$ cat src/rtl/ex_muldiv_unit.sv
// Iterative MIPS multiply/divide unit owning HI/LO: one bit per cycle,
// sign fix-up in a final cycle, MTHI/MTLO writes accepted only when idle.
module ex_muldiv_unit #(
  parameter int WIDTH = 32,
  parameter int CNT_W = $clog2(WIDTH + 1)
) (
  input  logic             CLK,
  input  logic             RST,
  input  logic             start,
  input  logic [1:0]       op,
  input  logic [WIDTH-1:0] opa,
  input  logic [WIDTH-1:0] opb,
  input  logic             wr_hi,
  input  logic             wr_lo,
  input  logic [WIDTH-1:0] wdata,
  output logic             busy,
  output logic             done,
  output logic             div_by_zero,
  output logic [WIDTH-1:0] hi,
  output logic [WIDTH-1:0] lo
);

  typedef enum logic [1:0] {S_IDLE, S_RUN, S_FIX} state_t;

  state_t             state_q, state_d;
  logic [CNT_W-1:0]   cnt_q, cnt_d;
  logic [2*WIDTH-1:0] prod_q, prod_d;
  logic [WIDTH-1:0]   opnd_q, opnd_d;
  logic [WIDTH-1:0]   orig_q, orig_d;
  logic [1:0]         op_q, op_d;
  logic               qneg_q, qneg_d;
  logic               rneg_q, rneg_d;
  logic               dz_q, dz_d;
  logic [WIDTH-1:0]   hi_q, hi_d;
  logic [WIDTH-1:0]   lo_q, lo_d;
  logic               done_q, done_d;
  logic               dbz_q, dbz_d;

  logic               sgn_op;
  logic [WIDTH-1:0]   abs_a, abs_b;
  logic [WIDTH:0]     mul_sum;
  logic [WIDTH:0]     div_sh;
  logic               div_ge;
  logic [WIDTH-1:0]   div_diff;
  logic [WIDTH-1:0]   rem_new;
  logic [2*WIDTH-1:0] prod_neg;
  logic [WIDTH-1:0]   quo_neg, rem_neg;

  assign sgn_op = ~op[0];
  assign abs_a  = (sgn_op && opa[WIDTH-1]) ? -opa : opa;
  assign abs_b  = (sgn_op && opb[WIDTH-1]) ? -opb : opb;

  // prod_q holds {partial product, multiplier} for multiply and
  // {partial remainder, dividend/quotient} for divide.
  assign mul_sum  = {1'b0, prod_q[2*WIDTH-1:WIDTH]} + (prod_q[0] ? {1'b0, opnd_q} : '0);
  assign div_sh   = prod_q[2*WIDTH-1:WIDTH-1];
  assign div_ge   = div_sh >= {1'b0, opnd_q};
  assign div_diff = div_sh[WIDTH-1:0] - opnd_q;
  assign rem_new  = div_ge ? div_diff : div_sh[WIDTH-1:0];

  assign prod_neg = -prod_q;
  assign quo_neg  = -prod_q[WIDTH-1:0];
  assign rem_neg  = -prod_q[2*WIDTH-1:WIDTH];

  always_comb begin
    state_d = state_q;
    cnt_d   = cnt_q;
    prod_d  = prod_q;
    opnd_d  = opnd_q;
    orig_d  = orig_q;
    op_d    = op_q;
    qneg_d  = qneg_q;
    rneg_d  = rneg_q;
    dz_d    = dz_q;
    hi_d    = hi_q;
    lo_d    = lo_q;
    done_d  = 1'b0;
    dbz_d   = 1'b0;
    unique case (state_q)
      S_IDLE: begin
        if (wr_hi) hi_d = wdata;
        if (wr_lo) lo_d = wdata;
        if (start) begin
          op_d    = op;
          qneg_d  = opa[WIDTH-1] ^ opb[WIDTH-1];
          rneg_d  = opa[WIDTH-1];
          dz_d    = op[1] && (opb == '0);
          orig_d  = opa;
          opnd_d  = op[1] ? abs_b : abs_a;
          prod_d  = op[1] ? {{WIDTH{1'b0}}, abs_a} : {{WIDTH{1'b0}}, abs_b};
          cnt_d   = CNT_W'(WIDTH);
          state_d = S_RUN;
        end
      end
      S_RUN: begin
        if (op_q[1]) prod_d = {rem_new, prod_q[WIDTH-2:0], div_ge};
        else         prod_d = {mul_sum, prod_q[WIDTH-1:1]};
        cnt_d = cnt_q - CNT_W'(1);
        if (cnt_q == CNT_W'(1)) state_d = S_FIX;
      end
      S_FIX: begin
        if (!op_q[1]) begin
          {hi_d, lo_d} = (!op_q[0] && qneg_q) ? prod_neg : prod_q;
        end else if (dz_q) begin
          hi_d = orig_q;
          lo_d = '1;
        end else begin
          lo_d = (!op_q[0] && qneg_q) ? quo_neg : prod_q[WIDTH-1:0];
          hi_d = (!op_q[0] && rneg_q) ? rem_neg : prod_q[2*WIDTH-1:WIDTH];
        end
        dbz_d   = op_q[1] && dz_q;
        done_d  = 1'b1;
        state_d = S_IDLE;
      end
      default: state_d = S_IDLE;
    endcase
  end

  always_ff @(posedge CLK or negedge RST) begin
    if (!RST) begin
      state_q <= S_IDLE;
      cnt_q   <= '0;
      prod_q  <= '0;
      opnd_q  <= '0;
      orig_q  <= '0;
      op_q    <= '0;
      qneg_q  <= 1'b0;
      rneg_q  <= 1'b0;
      dz_q    <= 1'b0;
      hi_q    <= '0;
      lo_q    <= '0;
      done_q  <= 1'b0;
      dbz_q   <= 1'b0;
    end else begin
      state_q <= state_d;
      cnt_q   <= cnt_d;
      prod_q  <= prod_d;
      opnd_q  <= opnd_d;
      orig_q  <= orig_d;
      op_q    <= op_d;
      qneg_q  <= qneg_d;
      rneg_q  <= rneg_d;
      dz_q    <= dz_d;
      hi_q    <= hi_d;
      lo_q    <= lo_d;
      done_q  <= done_d;
      dbz_q   <= dbz_d;
    end
  end

  assign busy        = (state_q != S_IDLE);
  assign done        = done_q;
  assign div_by_zero = dbz_q;
  assign hi          = hi_q;
  assign lo          = lo_q;

endmodule

$ cat config.mk
export PLATFORM = sky130hd
export DESIGN_NAME = ex_muldiv_unit
export DESIGN_NICKNAME = d
export VERILOG_FILES = /design/src/rtl/ex_muldiv_unit.sv
export SDC_FILE = /design/constraint.sdc
export NUM_CORES = 1
export LEC_CHECK = 0
export ABC_AREA = 1
export BUFFER_PORTS_ARGS = -buffer_cell sky130_fd_sc_hd__buf_4
export CORE_ASPECT_RATIO = 1.25
export CORE_UTILIZATION = 38
export CTS_BUF_LIST = sky130_fd_sc_hd__clkbuf_4
export DETAILED_ROUTE_END_ITERATION = 8
export GPL_ROUTABILITY_DRIVEN = 0
export MAX_ROUTING_LAYER = met4
export PLACE_DENSITY_LB_ADDON = 0.2
export SLEW_MARGIN = 10
export SYNTH_ARGS = -nofsm -noshare
export SYNTH_HDL_FRONTEND = slang
export SYNTH_SLANG_ARGS = --single-unit
$ cat constraint.sdc
create_clock -name CLK -period 3.7 [get_ports CLK]
set_input_delay 0.555 -clock CLK [delete_from_list [all_inputs] [get_ports CLK]]
set_output_delay 0.555 -clock CLK [all_outputs]
set_load 0.005 [all_outputs]
* Word level (Yosys, flattened, before mapping)
Index checks and enable logic that the tools add are counted.
** Word-level totals
- Flip-flop bits (word level) :: 207
- Input port bits :: 103
- Output and inout port bits :: 67
** Cells by class
- $add $sub $neg :: 8
- Magnitude comparators :: 1
- Eq/ne operators :: 7
- Muxes and demuxes :: 27
- Bitwise logic cells :: 2
- Reductions and logical operators :: 17
** Operator list (number)
- two-way mux 32 bit :: 14
- two-way mux 64 bit :: 3
- negation 32 bit :: 4
- one-hot mux 32 bit (2 select lines) :: 2
- one-hot mux 64 bit (2 select lines) :: 1
- negation 64 bit :: 1
- adder 32 x 32 -> 33 bit :: 1
- >= comparator 33 x 32 -> 1 bit :: 1
- logical NOT 32 bit :: 1
- subtractor 32 bit :: 1
- one-hot mux 6 bit (2 select lines) :: 1
- AND reduction 2 bit :: 5
- inequality test 2 bit, second input constant :: 4
- equality test 6 x 1 -> 1 bit, second input constant :: 1
- logical AND 1 bit :: 6
- two-way mux 6 bit :: 1
- nonzero test 2 bit :: 3
- subtractor 6 x 1 -> 6 bit, second input constant :: 1
- two-way mux 2 bit :: 2
- one-hot mux 2 bit (2 select lines) :: 1
- equality test 2 x 1 -> 1 bit, second input constant :: 1
- equality test 2 bit, second input constant :: 1
- logical NOT 2 bit :: 1
- two-way mux 1 bit :: 2
- other kinds (3) :: 3

* Depth between registers and ports, before layout
Gate-level depths: netlist of run 1.
- Word-level depth :: 6
- Depth in mapped cells :: 20
- Mapped depth without buffers :: 18

* Worst setup path before layout of run 1
OpenSTA, ideal clock, no wires.
- Path kind :: reg2reg
- From :: register prod_q[0]
- To :: register prod_q[61]
- Library setup time :: 0.116 ns
- Data arrival time :: 2.495 ns
- Path slack :: 1.088 ns
- Cell stages (with the launch flop) :: 20
- Clock period less this slack :: 2.612 ns
- Cell sequence :: dfrtp_1 buf_6 clkbuf_1 nand2_1 inv_1 ha_1 inv_1 fa_1 o21ai_0 nand2_1 nand2_1 nand2_1 nand2_1 nand2_1 nand3_1 nand3_1 nand2_1 inv_1 nand2_1 nand2_1
** Between the ends
- Cells in the longest elaborated chain, start to end :: 4
** RTL lines
- from (decl) :: RTL line 27 : logic [2*WIDTH-1:0] prod_q, prod_d;
- from (signal assigned) :: RTL line 137 : prod_q <= prod_d;
- two-way mux 32 bit :: RTL line 55 : assign mul_sum = {1'b0, prod_q[2*WIDTH-1:WIDTH]} + (prod_q[0] ? {1'b0, opnd_q} : '0);
- adder 32 x 32 -> 33 bit :: RTL line 55
- two-way mux 64 bit :: RTL line 96 : if (op_q[1]) prod_d = {rem_new, prod_q[WIDTH-2:0], div_ge};
- one-hot mux 64 bit (2 select lines) :: RTL line 79 : unique case (state_q)
No other way between the ends.
A chain may end at the register's enable or synchronous reset.

* Final worst setup path of run 1
- From :: register prod_q[0]
- To :: register prod_q[40]
The elaborated chain is that of the path after synthesis.

==> impl_summary.md, run 1 <==
Status
The flow ran to the end, but the final reports show violations. The checks that failed: design-rule violations.

CTS
The number of buffers between clock root and the deepest sink is 3. The total number of clock tree sinks is 206. The clock tree from TritonCTS is yes.

The clock root buffer master is clkbuf_4. The H-tree depth is 2. Counting the buffers created by CTS gives 59. The clock latency of the later-clocked register in the worst-skew pair is 0.88 ns. The clock-pin slew on the worst setup and hold paths is 0.07 ns. The number of gates resized after CTS is 0.

Critical path
The count of buffering cells on the critical path with inverters included is 2. The largest stage delay on the critical path is around 0.47 ns. The type of destination of the critical path is a register.

The reg-to-reg startpoint is prod_q[0]. The critical-path maximum fanout is 36. The end of the worst register-to-register path is prod_q[40]. The largest individual stage delay along the critical path comes from the cell o21ai_1.

The worst register-to-register path has a depth of 14. The required arrival time at the worst endpoint is 4.43 ns. The number of gates on the worst path with buffers counted is 14.

The worst register-to-register path has a setup slack of between 0.6 and 0.7 ns. The cell that appears most often on the critical path is nand2_1. The critical path goes through buf_4 -> nand2_1 -> inv_1 -> ha_1 -> nand2_1 -> o21ai_1 -> nand2_1 -> nand2_1 -> nand2_1 -> nand2_1 -> nor2_1 -> o21ai_0 -> nand3b_1 -> o21ai_1. On the critical path the largest part of the delay comes from compound AO/OA/AOI/OAI gates. STA classifies the critical path startpoint as a register. Data arrives at the worst endpoint at 3.77 ns.

The critical path start-end classification is register to register.

Layout
Leaving out fill and tap cells, the most frequent cell in the layout is nand2_1. At the end of the flow the core is filled with cells to 0.441. Excluding fillers, the count of instances in the completed layout stands at 4,332.

The relative area change from synthesis to final layout is 14.7%. The top cell types in the final layout, fill and taps aside, are nand2_1 (1,047), nor2_1 (425), inv_1 (402). The layout has 5,834 filler cells. The fraction of final layout cells sized beyond drive strength 1 is 0.106. The final layout net count is 3,788.

The area of all placed cells without fillers is 0.0232 mm2.

Placement
The number of buffers inserted by port buffering is 169. Counting tap cells, the placed design contains a total of 4,212 instances. The wire-length estimate of the detail-placed layout is 74,900 um. Once placement finished, the instance area stood at 0.0223 mm2.

The post-place setup slack is 0.735 ns.

Hold path
The worst hold path terminates at orig_q[31]. The start point of the worst min-delay path is opa[31]. In this run the worst hold path is classified as primary input to register. The cell depth of the worst hold path is 3.

Synth
The sequential-to-total area share from yosys stat is 0.255. The count of different cell masters after synthesis is 56. Each instance of the synthesized netlist takes up on average 5.89 um2. The cell count after synthesis came out at about 3.4k. The total of flip-flops plus latches after synthesis is 206. The cell taking the most area after synthesis is dfrtp_1.

The cell area that synthesis handed to floorplanning was 0.0202 mm2. The number of warnings issued by yosys is 0. The total nets after synthesis is 3,610. By area the synthesized netlist is led by dfrtp_1 (25%), nand2_1 (19%), nand3_1 (8.3%).

The share of the synthesized area in the top cell type is 0.255.

Floorplan
The number of primary I/O pins is 170. The area enclosed by the die boundary is 0.0542 mm2. The floorplan has 94 rows. The core region is around 0.053 mm2. The floorplan die height is ~260 um. The starting utilization of the core area is 0.385. The overall die width is 208 um.

Flow run
The tool flagged a number of max-cap violations equal to 0.

Timing
The maximum clock skew at final layout is 0.0713 ns. The number of endpoints failing setup at the final stage is 0. The final period demand of the worst path is 3.04 ns.

Setup repair after global routing left no endpoint under its margin. The smallest setup slack after layout is around 0.66 ns. Of the available clock period, the critical path in the final layout requires 0.822. The number of pins exceeding their max-slew limit in the final report is 0. At the pin with the least slew margin, the transition time is 1.14 ns. The highest achievable clock rate is 329 MHz.

Final hold analysis gives a worst-case slack of between 0.04 and 0.05 ns. The total negative slack is 0 ns. Measured against its own limit, the worst slew margin works out to 0.243. The final-report hold violation count came to 0.

Pwr
Of the total power, the share spent switching nets is 0.291. The power density over the cells is 211 mW/mm2. The completed layout was analyzed and its total power is ~5 mW. The maximum vdd ir drop is about 0.16 mV. The share of total power dissipated in sequential elements is 0.459.

The reported net switching power is approximately 1.4 mW. The share of power burned in the clock network is 0.446. The internal power summed over all cells is 3.48 mW.

The leakage component of the power is 12.0 nW. The combinational share of power is 0.094.

Routing
In this run the top signal layer used is met4. The mean routed wirelength per cell is 21.5 um. After detailed routing, the wire length on met1 is around 36,000 um. The count of nets left with antenna violations after detail routing is 0. After detailed routing, the total wire length is 93,000 um. The routed layout has 24.2k vias. Summed over all nets, wire length on met3 after detailed routing comes to 7140 um.

In the routed layout, each cell is associated on average with a via count of 5.59. The initial detailed-routing violation count is 2,839. The residual DRC count is 1. Summed over all nets, wire length on met2 after detailed routing comes to 41,700 um. The first-pass detailed-route iteration total is 9.

Global route
The pin count of the biggest net entering global routing is 102. For this run the aggregate overflow at the end of global routing stands at 0. The via count of the first global-routing pass is 22.5k.

In the global route stage, overall resource usage came out at 0.348. The initial antenna violation count is 2. The global-route wire length before repair is around 140,000 um.
per-layer routing:
| metal | vias to the layer above | track usage |
|---|---|---|
| met1 | 11000 | 0.399 |
| met3 | 369 | 0.0484 |
| li1 | 11500 | - |
| met5 | - | - |
| met4 | 0 | 0.275 |
| met2 | 1302 | 0.548 |
worst min-delay path: cells and delay by family:
family | cells | cell delay [ns]
buf+inv | 2 | 0.14
compound gates | 1 | 0.15
synth_stat cells, drive strengths merged:
master,n
a21oi,246
a21boi,14
nand3b,18
o21ai,240
o41ai,1
nand2,1054
a211oi,1
inv,423
a22oi,19
ha,70
nor2,446
o21bai,11
xnor2,12
clkinv,4
a21o,9
a31oi,8
dfrtp,206
and2,3
xor2,56
o2bb2ai,1
buf,39
a2bb2oi,2
nor3,19
o22ai,2
mux2i,2
nand3,335
o22a,2
o21a,3
o221ai,9
nor4,8
nor3b,1
fa,2
clkbuf,80
o211ai,36
nand4,40
or2,13
flip-flops by register name, summed over array words and instances, names as in the netlist, 2 cells and up:
| signal | cells |
|---|---|
| opnd_q | 32 |
| prod_q | 64 |
| cnt_q | 6 |
| orig_q | 32 |
| lo | 32 |
| hi | 32 |
| state_q | 2 |
| op_q | 2 |
how the worst max path moves through the flow:
stage               startpoint          to  slack [ns]
global placement     prod_q[0]  prod_q[40]        0.78
floorplan            prod_q[0]  prod_q[61]        1.09
global route         prod_q[0]  prod_q[63]        0.41
finish               prod_q[0]  prod_q[40]        0.66
CTS                  prod_q[0]  prod_q[40]        0.74
detailed placement   prod_q[0]  prod_q[40]        0.73
power groups by stage:
stage               registers, mW  logic, mW  clock network (mW)
detailed placement           2.29      0.443                   0
CTS                          2.25      0.455                2.22
finish                       2.25      0.462                2.19
floorplan                    2.29      0.183                   0
global route                 2.25      0.499                2.33
global placement             2.29      0.445                   0
area by class of cell:
cell class	count	area, um2	area share
Inverter	427	1600	0.0691
Timing Repair Buffer	236	1860	0.0801
Multi-Input combinational cell	2683	13000	0.560
Clock inverter	21	101	0.00437
Tap cell	672	841	0.0362
Antenna cell	2	5.00	0.000216
Sequential cell	206	5160	0.222
Clock buffer	85	638	0.0275
kinds of logic after synthesis:
| logic type | after synthesis | synth area share |
|---|---|---|
| AO/OA/AOI/OAI | 604 | 0.165 |
| XOR/XNOR | 68 | 0.0294 |
| adder cells (fa/ha/maj) | 72 | 0.0453 |
| buffers and inverters | 546 | 0.104 |
| flip-flops | 206 | 0.255 |
| multiplexers | 2 | 0.000989 |
| AND/OR/NAND/NOR | 1937 | 0.400 |
what timing repair did:
| action | CTS | global route |
|---|---|---|
| setup buffers | 0 | 0 |
| endpoints found under the hold margin | 81 | 0 |
| hold buffers | 12 | 0 |
Note: power is estimated with default switching activity, not from simulation.
==> run 2, diff against run 1 <==
==> constraint.sdc (replaced) <==
create_clock -name CLK -period 2.7 [get_ports CLK]
set_input_delay 0.405 -clock CLK [delete_from_list [all_inputs] [get_ports CLK]]
set_output_delay 0.405 -clock CLK [all_outputs]
set_load 0.005 [all_outputs]
==> impl_summary.md, run 2 (synthesis results as in run 1) <==
Status
The run finished with clean final reports.

Hold path
The endpoint with the worst hold slack is opnd_q[15]. In this run the most critical hold path is launched from opb[15]. The cell depth of the worst hold path is 4 (+1). The class of the tightest hold or removal check is primary input to register.

Critical path
The largest stage delay on the critical path was 0.42 ns (-0.05 ns). The required arrival time at the worst endpoint is 3.46 ns (-0.97 ns). The register-to-register path setup slack came to 0.11 ns (-0.55 ns). The startpoint identified for the worst register-to-register timing path is prod_q[0].

The worst setup path is of the register to register kind. The type of destination of the critical path is a register. The depth of the worst register-to-register path was 19 (+5). Counting stages on the worst path, the most repeated cell is nand2_1. The endpoint identified for the worst register-to-register timing path is prod_q[60]. STA classifies the critical path startpoint as a register.

The count of buffering cells on the critical path with inverters included came to 4 (+2). The worst endpoint data arrival time is 3.35 ns (-0.42 ns). The critical path goes through buf_12 -> nand2_1 -> inv_1 -> ha_1 -> a21oi_1 -> o21ai_1 -> buf_4 -> nand2_1 -> nand2_1 -> nand2_1 -> nand2_1 -> nand2_1 -> nand2_1 -> nand2_1 -> nand3_1 -> nand2_1 -> inv_1 -> nand2_1 -> nand2_1. The critical-path maximum fanout was 31 (-14%). For this design, the slowest cell found on the critical path is dfrtp_1. The family of cells with the greatest summed delay on the critical path is simple AND/OR/NAND/NOR gates.

CTS
The number of buffers between clock root and the deepest sink is 3 (unchanged). The total number of clock tree sinks is 206 (unchanged). The clock tree from TritonCTS is yes.

The clock-pin slew on the worst setup and hold paths is 0.07 ns (about the same). The H-tree depth is 2 (unchanged). The number of clock buffers inserted by TritonCTS was 58 (-1.7%).

The clock root buffer master is clkbuf_4. The clock latency of the later-clocked register in the worst-skew pair is 0.88 ns (about the same).

Layout
The fraction of final layout cells sized beyond drive strength 1 is 0.139 (+0.0326). The area of all placed cells without fillers was 0.0251 mm2 (+8.1%). The number of flip-flops in the largest register is 64 (unchanged). In the layout the commonest cells are nand2_1 (1,045), nor2_1 (424), inv_1 (402). The most common cell after layout, fill and taps aside is nand2_1. The relative area change from synthesis to final layout is 23.9%. The most flop-heavy register is prod_q. The number of filler instances in the final layout is 5,594 (-4.1%). The number of cells in the finished layout apart from fillers came to 4,542 (+4.8%). The final layout net count is 4,003 (+5.7%).

Routing
The total number of vias was 25.0k (+3.1%). The first-pass detailed-route iteration total came to 8 (-1). The detailed-route wire length came to 95,600 um (+2.8%).

The mean routed wirelength per cell is 21.1 um (-1.9%). The via count normalized by instance count is 5.50 (-1.6%). The residual DRC count is 0 (-1). The count of nets left with antenna violations after detail routing is 0 (unchanged).

The initial detailed-routing violation count is 3,128 (+10%).

Pwr
The leakage component of the power is 13.0 nW (+8.5%). The share of power burned in the clock network was 0.432 (-0.014). The switching part of the total was 0.303 (+0.0120).

The power density over the cells is 267 mW/mm2 (+27%). The sequential group share of total power is 0.460 (about the same). The internal power summed over all cells came to 4.68 mW (+35%).

The combinational share of power is 0.108 (+0.014). The maximum vdd ir drop is 0.234 mV (+42%). The reported net switching power is 2.03 mW (+42%).

Placement
The cell total after placement came to 4,361 (+3.5%). The placed wire-length estimate after detailed placement is 76,200 um (+1.7%). The area after detailed placement is 0.0236 mm2 (+5.6%). The post-place setup slack came to 0.0640 ns (-0.671 ns). The number of buffers inserted by port buffering was 169 (unchanged).

Timing
The pin slew with the least headroom to its limit came to 0.665 ns (-0.471 ns). The maximum clock skew at final layout is 0.0854 ns (+0.0141 ns). The final hold slack is 0.0128 ns (-0.0275 ns). Setup repair after global routing left no endpoint under its margin. The highest achievable clock rate was 386 MHz (+17%).

The total negative slack is 0 ns (unchanged). The final-report hold violation count came to 0 (unchanged). The smallest setup slack after layout is 0.110 ns (-0.550 ns). The number of pins exceeding their max-slew limit in the final report is 0 (unchanged).

The final clock period utilization by the worst path is 0.959 (+0.138). The final period demand of the worst path was 2.59 ns (-0.450 ns). The number of endpoints failing setup at the final stage came to 0 (unchanged). The relative slew slack is 0.555 (+0.312).

Floorplan
The floorplan die height is 260 um (unchanged). The number of core rows was 94 (unchanged). The overall die width is 208 um (unchanged). The placeable core region is 0.0526 mm2 (unchanged). The area enclosed by the die boundary is 0.0542 mm2 (unchanged). The starting utilization of the core area is 0.385 (unchanged). The number of primary I/O pins is 170 (unchanged).

Flow run
The count of maximum capacitance violations is 0 (unchanged).

Global route
The sum of overflow across all layers after global routing came to 0 (unchanged). The pin count of the biggest net entering global routing came to 102 (unchanged). The total global routing track utilization is 0.356 (+0.00798). The initial antenna violation count is 4 (+2).

The global-route wire length before repair came to 141,000 um (+1.9%). The via count of the first global-routing pass is 23.4k (+3.6%).
-- run 2: cell count changes in the layout (fill, tap and decap cells not counted), sizes merged --
| cell | before | now |
|---|---|---|
| diode | 2 | 5 |
| buf | 224 | 373 |
| dlygate4sd3 | 12 | 79 |
| clkbuf | 85 | 75 |
| clkinv | 22 | 24 |
| inv | 426 | 425 |
-- run 2: final cells by class --
type                            instances  area (um2)  share of cell area
Antenna cell                            5        12.5            0.000499
Clock buffer                           75         563              0.0225
Clock inverter                         22         105             0.00419
Inverter                              427        1600              0.0640
Multi-Input combinational cell       2683       13000               0.519
Sequential cell                       206        5160               0.206
Tap cell                              672         841              0.0335
Timing Repair Buffer                  452        3770               0.150
-- run 2: how the worst max path moves through the flow --
stage               from          to  slack, ns  depth (start not counted)
6_report       prod_q[0]  prod_q[60]       0.11                         19
5_1_grt        prod_q[0]  prod_q[60]      0.004                         19
4_1_cts        prod_q[0]  prod_q[61]       0.07                         18
3_5_place_dp   prod_q[0]  prod_q[61]       0.06                         18
3_3_place_gp   prod_q[0]  prod_q[61]       0.03                         18
2_1_floorplan  prod_q[0]  prod_q[61]       0.09                         19
-- run 2: per-stage QoR --
step | power (mW) | util
2_1_floorplan | 3.40 | -
3_3_place_gp | 3.76 | 0.449
3_5_place_dp | 3.77 | 0.449
4_1_cts | 6.72 | 0.476
5_1_grt | 6.95 | 0.477
6_report | 6.71 | 0.477
-- run 2: timing repair --
| action | in CTS | in global routing |
|---|---|---|
| resized for setup | 0 | 9 |
| endpoints found under the hold margin | 308 | 0 |
| setup endpoints to repair | 0 | 12 |
| hold buffers | 79 | 0 |
| setup buffers | 0 | 0 |
-- run 2: power by group through the flow --
stage / logic (mW) / clock network [mW] / registers, mW
3_3_place_gp: 0.620 / 0 / 3.14
6_report: 0.727 / 2.89 / 3.08
3_5_place_dp: 0.622 / 0 / 3.14
5_1_grt: 0.782 / 3.08 / 3.08
2_1_floorplan: 0.251 / 0 / 3.14
4_1_cts: 0.714 / 2.93 / 3.08
-- run 2: layer usage --
layer,wire length [um],vias to the layer above,GRT usage
met5,0,-,-
met4,8400,0,0.270
met3,7240,342,0.0501
met2,43200,1316,0.561
met1,36800,11400,0.412
li1,-,12000,-
-- run 2: worst reg2reg max path, cell delays in order, from the launching register on --
cell and delay (ns):
dfrtp_1 0.42, buf_12 0.18, nand2_1 0.10, inv_1 0.04
ha_1 0.33, a21oi_1 0.23, o21ai_1 0.13, buf_4 0.18
nand2_1 0.08, nand2_1 0.11, nand2_1 0.08, nand2_1 0.11
nand2_1 0.14, nand2_1 0.06, nand2_1 0.05, nand3_1 0.06
nand2_1 0.08, inv_1 0.05, nand2_1 0.06, nand2_1 0.05
